==> config.mk <==
export PLATFORM = sky130hd
export DESIGN_NAME = ahb_axi4lite_bridge
export DESIGN_NICKNAME = d
export VERILOG_FILES = /design/src/rtl/ahb_axi_pkg.sv /design/src/rtl/ahb_axi_strb.sv /design/src/rtl/ahb_axi4lite_bridge.sv
export SDC_FILE = /design/constraint.sdc
export NUM_CORES = 1
export LEC_CHECK = 0
export ABC_AREA = 0
export CAP_MARGIN = 15
export CORE_MARGIN = 2
export CORE_UTILIZATION = 42
export CTS_BUF_LIST = sky130_fd_sc_hd__clkbuf_4 sky130_fd_sc_hd__clkbuf_8
export CTS_CLUSTER_DIAMETER = 50
export DETAILED_ROUTE_END_ITERATION = 16
export GPL_TIMING_DRIVEN = 0
export HOLD_SLACK_MARGIN = 0.02
export PLACE_DENSITY = 0.89
export SYNTH_ARGS = -nofsm -noshare
export SYNTH_HDL_FRONTEND = slang
export SYNTH_SLANG_ARGS = --single-unit
==> constraint.sdc <==
create_clock -name hclk -period 4.4 [get_ports hclk]
set_input_delay 1.32 -clock hclk [delete_from_list [all_inputs] [get_ports hclk]]
set_output_delay 1.32 -clock hclk [all_outputs]
set_load 0.02 [all_outputs]
==> src/rtl/ahb_axi_pkg.sv <==
// Shared encodings for the AHB-Lite to AXI4-Lite bridge family: bus codes,
// response helpers and the bridge control-state enumeration.
package ahb_axi_pkg;

  localparam logic [1:0] HTRANS_IDLE   = 2'b00;
  localparam logic [1:0] HTRANS_BUSY   = 2'b01;
  localparam logic [1:0] HTRANS_NONSEQ = 2'b10;
  localparam logic [1:0] HTRANS_SEQ    = 2'b11;

  localparam logic [1:0] HRESP_OKAY  = 2'b00;
  localparam logic [1:0] HRESP_ERROR = 2'b01;

  localparam logic [1:0] AXI_RESP_OKAY   = 2'b00;
  localparam logic [1:0] AXI_RESP_EXOKAY = 2'b01;
  localparam logic [1:0] AXI_RESP_SLVERR = 2'b10;
  localparam logic [1:0] AXI_RESP_DECERR = 2'b11;

  typedef enum logic [2:0] {
    ST_IDLE  = 3'd0,
    ST_WR    = 3'd1,
    ST_WRESP = 3'd2,
    ST_RD    = 3'd3,
    ST_RDATA = 3'd4,
    ST_DONE  = 3'd5,
    ST_ERR1  = 3'd6,
    ST_ERR2  = 3'd7
  } state_e;

  function automatic logic axi_resp_is_err(input logic [1:0] resp);
    return (resp == AXI_RESP_SLVERR) || (resp == AXI_RESP_DECERR);
  endfunction

endpackage

==> src/rtl/ahb_axi_strb.sv <==
// Byte-lane strobe generation for a 32-bit data path from AHB size and low
// address bits; flags misaligned accesses and sizes wider than a word.
module ahb_axi_strb (
  input  logic [2:0] hsize_i,
  input  logic [1:0] addr_lo_i,
  output logic [3:0] wstrb_o,
  output logic       misaligned_o
);

  always_comb begin
    wstrb_o      = 4'b0000;
    misaligned_o = 1'b0;
    case (hsize_i)
      3'b000: wstrb_o = 4'b0001 << addr_lo_i;
      3'b001: begin
        wstrb_o      = 4'b0011 << {addr_lo_i[1], 1'b0};
        misaligned_o = addr_lo_i[0];
      end
      3'b010: begin
        wstrb_o      = 4'b1111;
        misaligned_o = |addr_lo_i;
      end
      // Anything wider than a word cannot be carried on this data path.
      default: misaligned_o = 1'b1;
    endcase
  end

endmodule

==> src/rtl/ahb_axi4lite_bridge.sv <==
// AHB-Lite slave to AXI4-Lite master bridge: one transfer outstanding, AHB is
// stalled until the AXI response returns, AXI errors become an AHB ERROR pair.
module ahb_axi4lite_bridge
  import ahb_axi_pkg::*;
#(
  parameter int ADDR_W = 32,
  parameter int DATA_W = 32
) (
  input  logic              hclk,
  input  logic              reset,
  input  logic [ADDR_W-1:0] ahb_haddr,
  input  logic [1:0]        ahb_htrans,
  input  logic              ahb_hwrite,
  input  logic [2:0]        ahb_hsize,
  input  logic [3:0]        ahb_hprot,
  input  logic [DATA_W-1:0] ahb_hwdata,
  input  logic              ahb_hsel,
  input  logic              ahb_hready,
  output logic [DATA_W-1:0] ahb_hrdata,
  output logic              ahb_hreadyout,
  output logic [1:0]        ahb_hresp,
  output logic [ADDR_W-1:0] axi_awaddr,
  output logic [2:0]        axi_awprot,
  output logic              axi_awvalid,
  input  logic              axi_awready,
  output logic [DATA_W-1:0] axi_wdata,
  output logic [3:0]        axi_wstrb,
  output logic              axi_wvalid,
  input  logic              axi_wready,
  input  logic [1:0]        axi_bresp,
  input  logic              axi_bvalid,
  output logic              axi_bready,
  output logic [ADDR_W-1:0] axi_araddr,
  output logic [2:0]        axi_arprot,
  output logic              axi_arvalid,
  input  logic              axi_arready,
  input  logic [DATA_W-1:0] axi_rdata,
  input  logic [1:0]        axi_rresp,
  input  logic              axi_rvalid,
  output logic              axi_rready
);

  state_e              state_q, state_d;
  logic [ADDR_W-1:0]   addr_q, addr_d;
  logic [2:0]          prot_q, prot_d;
  logic [3:0]          wstrb_q, wstrb_d;
  logic [DATA_W-1:0]   wdata_q, wdata_d;
  logic [DATA_W-1:0]   hrdata_q, hrdata_d;
  logic                hreadyout_q, hreadyout_d;
  logic [1:0]          hresp_q, hresp_d;
  logic                awvalid_q, awvalid_d;
  logic                wvalid_q, wvalid_d;
  logic                arvalid_q, arvalid_d;
  logic                bready_q, bready_d;
  logic                rready_q, rready_d;
  logic                aw_done_q, aw_done_d;
  logic                w_done_q, w_done_d;

  logic [3:0]          strb;
  logic                strb_err;
  logic                accept;
  logic                unused_hprot;

  assign unused_hprot = ^ahb_hprot[3:2];

  ahb_axi_strb u_strb (
    .hsize_i      (ahb_hsize),
    .addr_lo_i    (ahb_haddr[1:0]),
    .wstrb_o      (strb),
    .misaligned_o (strb_err)
  );

  assign accept = ahb_hsel && ahb_hready && hreadyout_q &&
                  ((ahb_htrans == HTRANS_NONSEQ) || (ahb_htrans == HTRANS_SEQ));

  // NOTE: every _d gets its _q value first so no path through the case can
  // leave a variable unassigned and infer a latch.
  always_comb begin
    state_d   = state_q;
    addr_d    = addr_q;
    prot_d    = prot_q;
    wstrb_d   = wstrb_q;
    wdata_d   = wdata_q;
    hrdata_d  = hrdata_q;
    awvalid_d = awvalid_q;
    wvalid_d  = wvalid_q;
    arvalid_d = arvalid_q;
    aw_done_d = aw_done_q;
    w_done_d  = w_done_q;

    case (state_q)
      ST_IDLE, ST_DONE, ST_ERR2: begin
        state_d = ST_IDLE;
        if (accept) begin
          addr_d    = ahb_haddr;
          prot_d    = {~ahb_hprot[0], 1'b0, ahb_hprot[1]};
          wstrb_d   = strb;
          aw_done_d = 1'b0;
          w_done_d  = 1'b0;
          if (strb_err) begin
            state_d = ST_ERR1;
          end else if (ahb_hwrite) begin
            state_d   = ST_WR;
            awvalid_d = 1'b1;
          end else begin
            state_d   = ST_RD;
            arvalid_d = 1'b1;
          end
        end
      end
      ST_WR: begin
        // Write data is only on the AHB bus in the cycle after the address phase.
        if (!wvalid_q && !w_done_q) begin
          wvalid_d = 1'b1;
          wdata_d  = ahb_hwdata;
        end
        if (awvalid_q && axi_awready) begin
          awvalid_d = 1'b0;
          aw_done_d = 1'b1;
        end
        if (wvalid_q && axi_wready) begin
          wvalid_d = 1'b0;
          w_done_d = 1'b1;
        end
        if (aw_done_d && w_done_d) state_d = ST_WRESP;
      end
      ST_WRESP: begin
        if (axi_bvalid) state_d = axi_resp_is_err(axi_bresp) ? ST_ERR1 : ST_DONE;
      end
      ST_RD: begin
        if (axi_arready) begin
          arvalid_d = 1'b0;
          state_d   = ST_RDATA;
        end
      end
      ST_RDATA: begin
        if (axi_rvalid) begin
          hrdata_d = axi_rdata;
          state_d  = axi_resp_is_err(axi_rresp) ? ST_ERR1 : ST_DONE;
        end
      end
      ST_ERR1: state_d = ST_ERR2;
      default: state_d = ST_IDLE;
    endcase

    // Handshake outputs are decoded from the next state so they leave flops.
    hreadyout_d = (state_d == ST_IDLE) || (state_d == ST_DONE) || (state_d == ST_ERR2);
    hresp_d     = ((state_d == ST_ERR1) || (state_d == ST_ERR2)) ? HRESP_ERROR : HRESP_OKAY;
    bready_d    = (state_d == ST_WRESP);
    rready_d    = (state_d == ST_RDATA);
  end

  // NOTE: sequential state uses non-blocking assignments so every flop samples
  // the pre-edge values regardless of statement order.
  always_ff @(posedge hclk) begin
    if (reset) begin
      state_q     <= ST_IDLE;
      addr_q      <= '0;
      prot_q      <= '0;
      wstrb_q     <= '0;
      wdata_q     <= '0;
      hrdata_q    <= '0;
      hreadyout_q <= 1'b1;
      hresp_q     <= HRESP_OKAY;
      awvalid_q   <= 1'b0;
      wvalid_q    <= 1'b0;
      arvalid_q   <= 1'b0;
      bready_q    <= 1'b0;
      rready_q    <= 1'b0;
      aw_done_q   <= 1'b0;
      w_done_q    <= 1'b0;
    end else begin
      state_q     <= state_d;
      addr_q      <= addr_d;
      prot_q      <= prot_d;
      wstrb_q     <= wstrb_d;
      wdata_q     <= wdata_d;
      hrdata_q    <= hrdata_d;
      hreadyout_q <= hreadyout_d;
      hresp_q     <= hresp_d;
      awvalid_q   <= awvalid_d;
      wvalid_q    <= wvalid_d;
      arvalid_q   <= arvalid_d;
      bready_q    <= bready_d;
      rready_q    <= rready_d;
      aw_done_q   <= aw_done_d;
      w_done_q    <= w_done_d;
    end
  end

  assign ahb_hrdata    = hrdata_q;
  assign ahb_hreadyout = hreadyout_q;
  assign ahb_hresp     = hresp_q;
  assign axi_awaddr    = addr_q;
  assign axi_awprot    = prot_q;
  assign axi_awvalid   = awvalid_q;
  assign axi_wdata     = wdata_q;
  assign axi_wstrb     = wstrb_q;
  assign axi_wvalid    = wvalid_q;
  assign axi_bready    = bready_q;
  assign axi_araddr    = addr_q;
  assign axi_arprot    = prot_q;
  assign axi_arvalid   = arvalid_q;
  assign axi_rready    = rready_q;

endmodule
==> impl_metrics.env, run 1 <==
export IMPL_leakagePower_uw=0.002712
export IMPL_p_per_area_nw_per_um2=330.9
export IMPL_ir_drop_uv=199.1
export IMPL_setup_slack_ns=1.535
export IMPL_fin_tns_setup_ns=0
export IMPL_grt_pass1_vias=4665
export IMPL_clk_latency_ns=0.43
export IMPL_r2r_start="state_q[0]"
export IMPL_path_class="input port to flop"
export IMPL_fin_skew_ns=0.004411
export IMPL_cap_violations=0
export IMPL_min_path_cells=2
export IMPL_avgRoutedWirePerCell_um=14.88
export IMPL_met2WireLength_um=7555
export IMPL_timing_rr_end="axi_araddr[22]"
export IMPL_top_layer_used="met4"
export IMPL_ys_types=35
export IMPL_max_slew_margin=0.3969
export IMPL_syn_area_per_cell_sq_um=7.812
export IMPL_cts_root_buf="clkbuf_8"
export IMPL_place_gp_congestion=0.8241
export IMPL_drtIter0Drc=263
export IMPL_hold_viol=0
export IMPL_hold_ws_ns=0.4561
export IMPL_routed_via_count=4858
export IMPL_post_cts_buffers=0
export IMPL_antenna_left=0
export IMPL_diodes=0
export IMPL_hp_class="flop to flop"
export IMPL_synth_warnings=0
export IMPL_path_max_fanout=10
export IMPL_syn_area_sq_um=4429
export IMPL_ioPinCount=265
export IMPL_drtPass1Iterations=5
export IMPL_status="finished, final reports clean"
export IMPL_dieHeight_um=106.7
export IMPL_cts_buffers=17
export IMPL_layout_drive_gt1_share=0.08792
export IMPL_path_clk_slew_ns=0.06
export IMPL_h_tree_depth=4
export IMPL_cts_tree="yes"
export IMPL_grt_pass1_wl_um=22380
export IMPL_yosysSeqAreaShare=0.5153
export IMPL_initial_utilization=0.4310
export IMPL_setup_viol=0
export IMPL_synth_seq_cells=114
export IMPL_r2r_cells=6
export IMPL_wl_met1_um=5360
export IMPL_cp_end_kind="flop"
export IMPL_finalCritPeriodShare=0.6512
export IMPL_nets=962
export IMPL_num_rows=37
export IMPL_hpwlAfterDp_um=11420
export IMPL_clockBufferDepth=2
export IMPL_final_util=0.7322
export IMPL_drcViolationCount=0
export IMPL_antenna_found_initial=0
export IMPL_portBuffers=255
export IMPL_fin_crit_ns=2.865
export IMPL_hold_end="ahb_hrdata[19]"
export IMPL_slew_viol_final=0
export IMPL_netlist_instances=567
export IMPL_ctsResizeCount=0
export IMPL_dp_slack_ns=1.096
export IMPL_cp_arrival_ns=3.22
export IMPL_cts_hold_buf=0
export IMPL_rsz0062_at_grt="no"
export IMPL_cp_data_required_time_ns=4.75
export IMPL_timing_reg2reg_setup_slack_ns=2.36
export IMPL_clkSinkCount=114
export IMPL_hold_start="ahb_hrdata[19]"
export IMPL_grt_util_all_layers=0.2526
export IMPL_start_kind="input port"
export IMPL_drt_total_wl_um=14720
export IMPL_syn_to_final_growth_pct=69.89
export IMPL_die_area_sq_um=11380
export IMPL_fmax_mhz=349.0
export IMPL_routed_wl_met3_um=1449
export IMPL_coreArea_sq_um=10280
export IMPL_tightest_slew_ns=0.8977
export IMPL_post_drt_via_cell_ratio=4.912
export IMPL_die_width_um=106.7
export IMPL_grt_ovfl_total=0
export IMPL_grt_max_degree=17
area by class of cell:
| cell class | instances | area (sq um) |
|---|---|---|
| fillers | 782 | 2753 |
| repair buffers | 255 | 2552 |
| flip-flops and latches | 114 | 2282 |
| multi-input cells | 378 | 1714 |
| plain buffers | 74 | 429.2 |
| clock buffers | 23 | 310.3 |
| well taps | 136 | 170.2 |
| clock inverters | 6 | 55.05 |
| inverters | 3 | 11.26 |
state kept, by name, summed over array words and instances (netlist names):
signal         flops
ahb_hrdata        32
axi_araddr        32
axi_wdata         32
axi_wstrb          4
state_q            3
axi_arprot         2
ahb_hreadyout      1
ahb_hresp          1
aw_done_q          1
axi_arvalid        1
axi_awvalid        1
axi_bready         1
axi_rready         1
axi_wvalid         1
w_done_q           1
worst max-delay path by stage:
stage,start,endpoint,slack (ns)
floorplan,axi_bresp[1],ahb_hresp[0],1.77
global placement,ahb_hsel,ahb_hreadyout,1.20
detailed placement,axi_rvalid,ahb_hrdata[12],1.10
CTS,axi_rvalid,ahb_hrdata[17],1.53
global route,axi_rvalid,ahb_hrdata[1],1.39
finish,axi_rvalid,ahb_hrdata[17],1.53
per-layer routing:
layer	GRT usage	vias up
li1	-	2366
met1	0.2614	2256
met2	0.4568	208
met3	0.09787	28
met4	0.1002	0
met5	0	-
critical path: stages:
cell and delay, ns:
clkdlybuf4s50_1 0.47, nand2_1 0.06, nor3_1 0.69, clkbuf_1 0.40, nand2_1 0.12, a21oi_1 0.17
synth_stat cells (all sizes together):
master    n  share of area
conb      1        0.00085
clkbuf   32          0.027
nand4     2         0.0028
o31ai     1         0.0017
and2b     1         0.0017
nor3b     2         0.0034
nor2     11         0.0093
o221ai    1         0.0020
a31o      1         0.0020
a21o      2         0.0034
nand3     3         0.0034
or3b      1         0.0020
nor2b     3         0.0042
or3       3         0.0042
nand2b    1         0.0014
o21ai     7         0.0088
o21a      2         0.0034
nand3b    1         0.0017
dfxtp   114           0.52
nor4      1         0.0014
or4b      1         0.0023
a21oi   114           0.13
a211oi    3         0.0079
o211ai    2         0.0034
buf      42          0.070
nand2   204           0.17
inv       3         0.0025
nor3      6         0.0079
and3      1         0.0025
o22a      1         0.0020
cells by family (layout without fill, tap and decap cells):
logic type,Yosys count,count (layout),share of synthesized area
buffers and inverters,77,361,0.09944
AND/OR/NAND/NOR,241,241,0.2212
flip-flops,114,114,0.5153
other,1,3,0.0008466
AO/OA/AOI/OAI,134,134,0.1633
layout by cell type (no fill, tap or decap), types with 3 or more instances in the layout:
| master | instances |
|---|---|
| nor2_1 | 11 |
| nand3_1 | 3 |
| nor2b_1 | 3 |
| clkdlybuf4s50_1 | 255 |
| o21ai_0 | 6 |
| inv_1 | 3 |
| nand2_1 | 204 |
| nor3_1 | 5 |
| a21oi_1 | 114 |
| buf_4 | 37 |
| clkbuf_1 | 32 |
| clkinv_2 | 5 |
| buf_2 | 4 |
| dfxtp_1 | 114 |
| or3_1 | 3 |
| conb_1 | 3 |
| clkbuf_8 | 22 |
power by group:
group	leakage [uW]	internal [uW]	switching, uW
registers	0.000922	1080	30.5
clock network	0.000196	513	391
logic	0.00159	247	232
total	0.00271	1840	653
per-stage QoR:
step	instances	power, uW	cell area, sq um
3_5_place_dp	960	1608	7159
3_3_place_gp	960	1594	7159
2_1_floorplan	569	1347	4437
5_1_grt	989	2585	7525
6_report	989	2490	7525
4_1_cts	989	2510	7525
Power figures use the tool's default switching activity.
==> run 2: changes to the inputs <==
CORE_UTILIZATION = 35   (was 42)
PLACE_DENSITY = 0.79   (was 0.89)
clock period = 2.6 ns   (was 4.4 ns; I/O delays follow)
==> impl_metrics.env, run 2 (synthesized netlist as in run 1, its figures left out) <==
export IMPL_status="finished, final reports clean"
export IMPL_cts_tree="yes"
export IMPL_die_area_sq_um=13570
export IMPL_clk_latency_ns=0.42
export IMPL_nets=962
export IMPL_cp_end_kind="output pin"
export IMPL_num_rows=41
export IMPL_cts_root_buf="clkbuf_8"
export IMPL_avgRoutedWirePerCell_um=13.26
export IMPL_grt_pass1_vias=4245
export IMPL_place_gp_congestion=0.8229
export IMPL_p_int_uw=3156
export IMPL_fin_skew_ns=0.006917
export IMPL_cts_hold_buf=0
export IMPL_hpwlAfterDp_um=10490
export IMPL_cts_buffers=17
export IMPL_final_common_cell="clkdlybuf4s50_1"
export IMPL_drtIter0Drc=146
export IMPL_clockBufferDepth=2
export IMPL_hp_class="flop to flop"
export IMPL_routed_via_count=4629
export IMPL_portBuffers=255
export IMPL_r2r_cells=6
export IMPL_fill_cells=1143
export IMPL_multi_input_area_sq_um=1714
export IMPL_antenna_found_initial=0
export IMPL_post_drt_via_cell_ratio=4.503
export IMPL_p_total_uw=4257
export IMPL_p_sw_frac=0.2588
export IMPL_place_area_sq_um=7204
export IMPL_register_area_sq_um=2282
export IMPL_layout_drive_gt1_share=0.09006
export IMPL_initial_utilization=0.3553
export IMPL_hold_start="ahb_hrdata[30]"
export IMPL_clkSinkCount=114
export IMPL_post_cts_buffers=0
export IMPL_mostFrequentLayoutCells="clkdlybuf4s50_1, nand2_1, a21oi_1, dfxtp_1, buf_4"
export IMPL_slew_viol_final=0
export IMPL_antenna_left=0
export IMPL_p_per_area_nw_per_um2=560.9
export IMPL_grt_max_degree=17
export IMPL_path_clk_slew_ns=0.06
export IMPL_drtPass1Iterations=4
export IMPL_grt_util_all_layers=0.1978
export IMPL_rsz0062_at_grt="no"
export IMPL_fin_crit_ns=2.295
export IMPL_ctsResizeCount=0
export IMPL_setup_viol=0
export IMPL_fmax_mhz=435.8
export IMPL_drcViolationCount=0
export IMPL_path_class="flop to output pin"
export IMPL_min_path_cells=2
export IMPL_ir_drop_uv=446.2
export IMPL_r2r_start="state_q[0]"
export IMPL_cp_arrival_ns=1.51
export IMPL_timing_reg2reg_setup_slack_ns=0.58
export IMPL_dieHeight_um=116.5
export IMPL_grt_pass1_wl_um=20720
export IMPL_hold_end="ahb_hrdata[30]"
export IMPL_grt_ovfl_total=0
export IMPL_ioPinCount=265
export IMPL_syn_to_final_growth_pct=71.36
export IMPL_drt_total_wl_um=13640
export IMPL_combPwrFrac=0.189
export IMPL_leakagePower_uw=0.002722
export IMPL_start_kind="flop"
export IMPL_path_max_fanout=3
export IMPL_coreArea_sq_um=12470
export IMPL_timing_rr_end="ahb_hreadyout"
export IMPL_tightest_slew_ns=0.8532
export IMPL_p_switching_uw=1102
export IMPL_clkPwrFrac=0.372
export IMPL_die_width_um=116.5
export IMPL_cp_data_required_time_ns=1.82
export IMPL_cap_violations=0
export IMPL_hold_viol=0
export IMPL_design_area_sq_um=7590
export IMPL_power_frac_seq=0.440
export IMPL_max_slew_margin=0.4268
export IMPL_h_tree_depth=4
export IMPL_dp_slack_ns=-0.1563
export IMPL_setup_slack_ns=0.3052
export IMPL_finalCritPeriodShare=0.8826
export IMPL_crit_start="axi_araddr[10]"
## run 2: changes by cell type in the layout (fill, tap and decap cells not counted), sizes merged
cell,delta
diode,+1
clkbuf,+3
clkinv,-1
## run 2: metal layers
| metal | global-route usage | wire (um) | vias to the layer above |
|---|---|---|---|
| met3 | 0.07369 | 1277 | 16 |
| li1 | - | - | 2367 |
| met1 | 0.2264 | 5495 | 2065 |
| met5 | 0 | 0 | - |
| met2 | 0.3326 | 6667 | 181 |
| met4 | 0.08333 | 195 | 0 |
## run 2: critical path, stage by stage, from the launching register on
cell and delay (ns):
dfxtp_1 0.39, buf_4 0.13, clkdlybuf4s50_1 0.59
## run 2: area by class of cell
class | count | share of cell area
clock buffer | 26 | 0.04385
antenna | 1 | 0.0003297
buffer | 74 | 0.05654
sequential | 114 | 0.3007
clock inverter | 5 | 0.006594
inverter | 3 | 0.001484
tap | 172 | 0.02835
multi-input combinational | 378 | 0.2258
timing repair buffer | 255 | 0.3363
## run 2: through the flow
stage          hold slack [ns]  utilization  TNS, ns  std cells
2_1_floorplan           0.4552            -        0        569
3_3_place_gp            0.4389       0.5779   -4.507        996
3_5_place_dp            0.4453       0.5779   -4.314        996
4_1_cts                 0.4545       0.6087        0       1027
5_1_grt                 0.4644       0.6087        0       1027
6_report                0.4512       0.6089        0       1028
## run 2: worst max-delay path by stage
| stage | to | slack [ns] |
|---|---|---|
| floorplan | ahb_hresp[0] | 0.51 |
| global placement | ahb_hrdata[20] | -0.18 |
| detailed placement | ahb_hrdata[20] | -0.16 |
| CTS | axi_awaddr[10] | 0.26 |
| global route | ahb_hrdata[27] | 0.07 |
| finish | axi_awaddr[10] | 0.31 |
## run 2: power groups by stage
stage	clock [uW]	sequential [uW]	combinational (uW)
after floorplan	0	1990	288
final	1580	1870	803
after CTS	1630	1870	810
after global placement	0	1910	801
after global routing	1710	1880	871
after detailed placement	0	1910	807
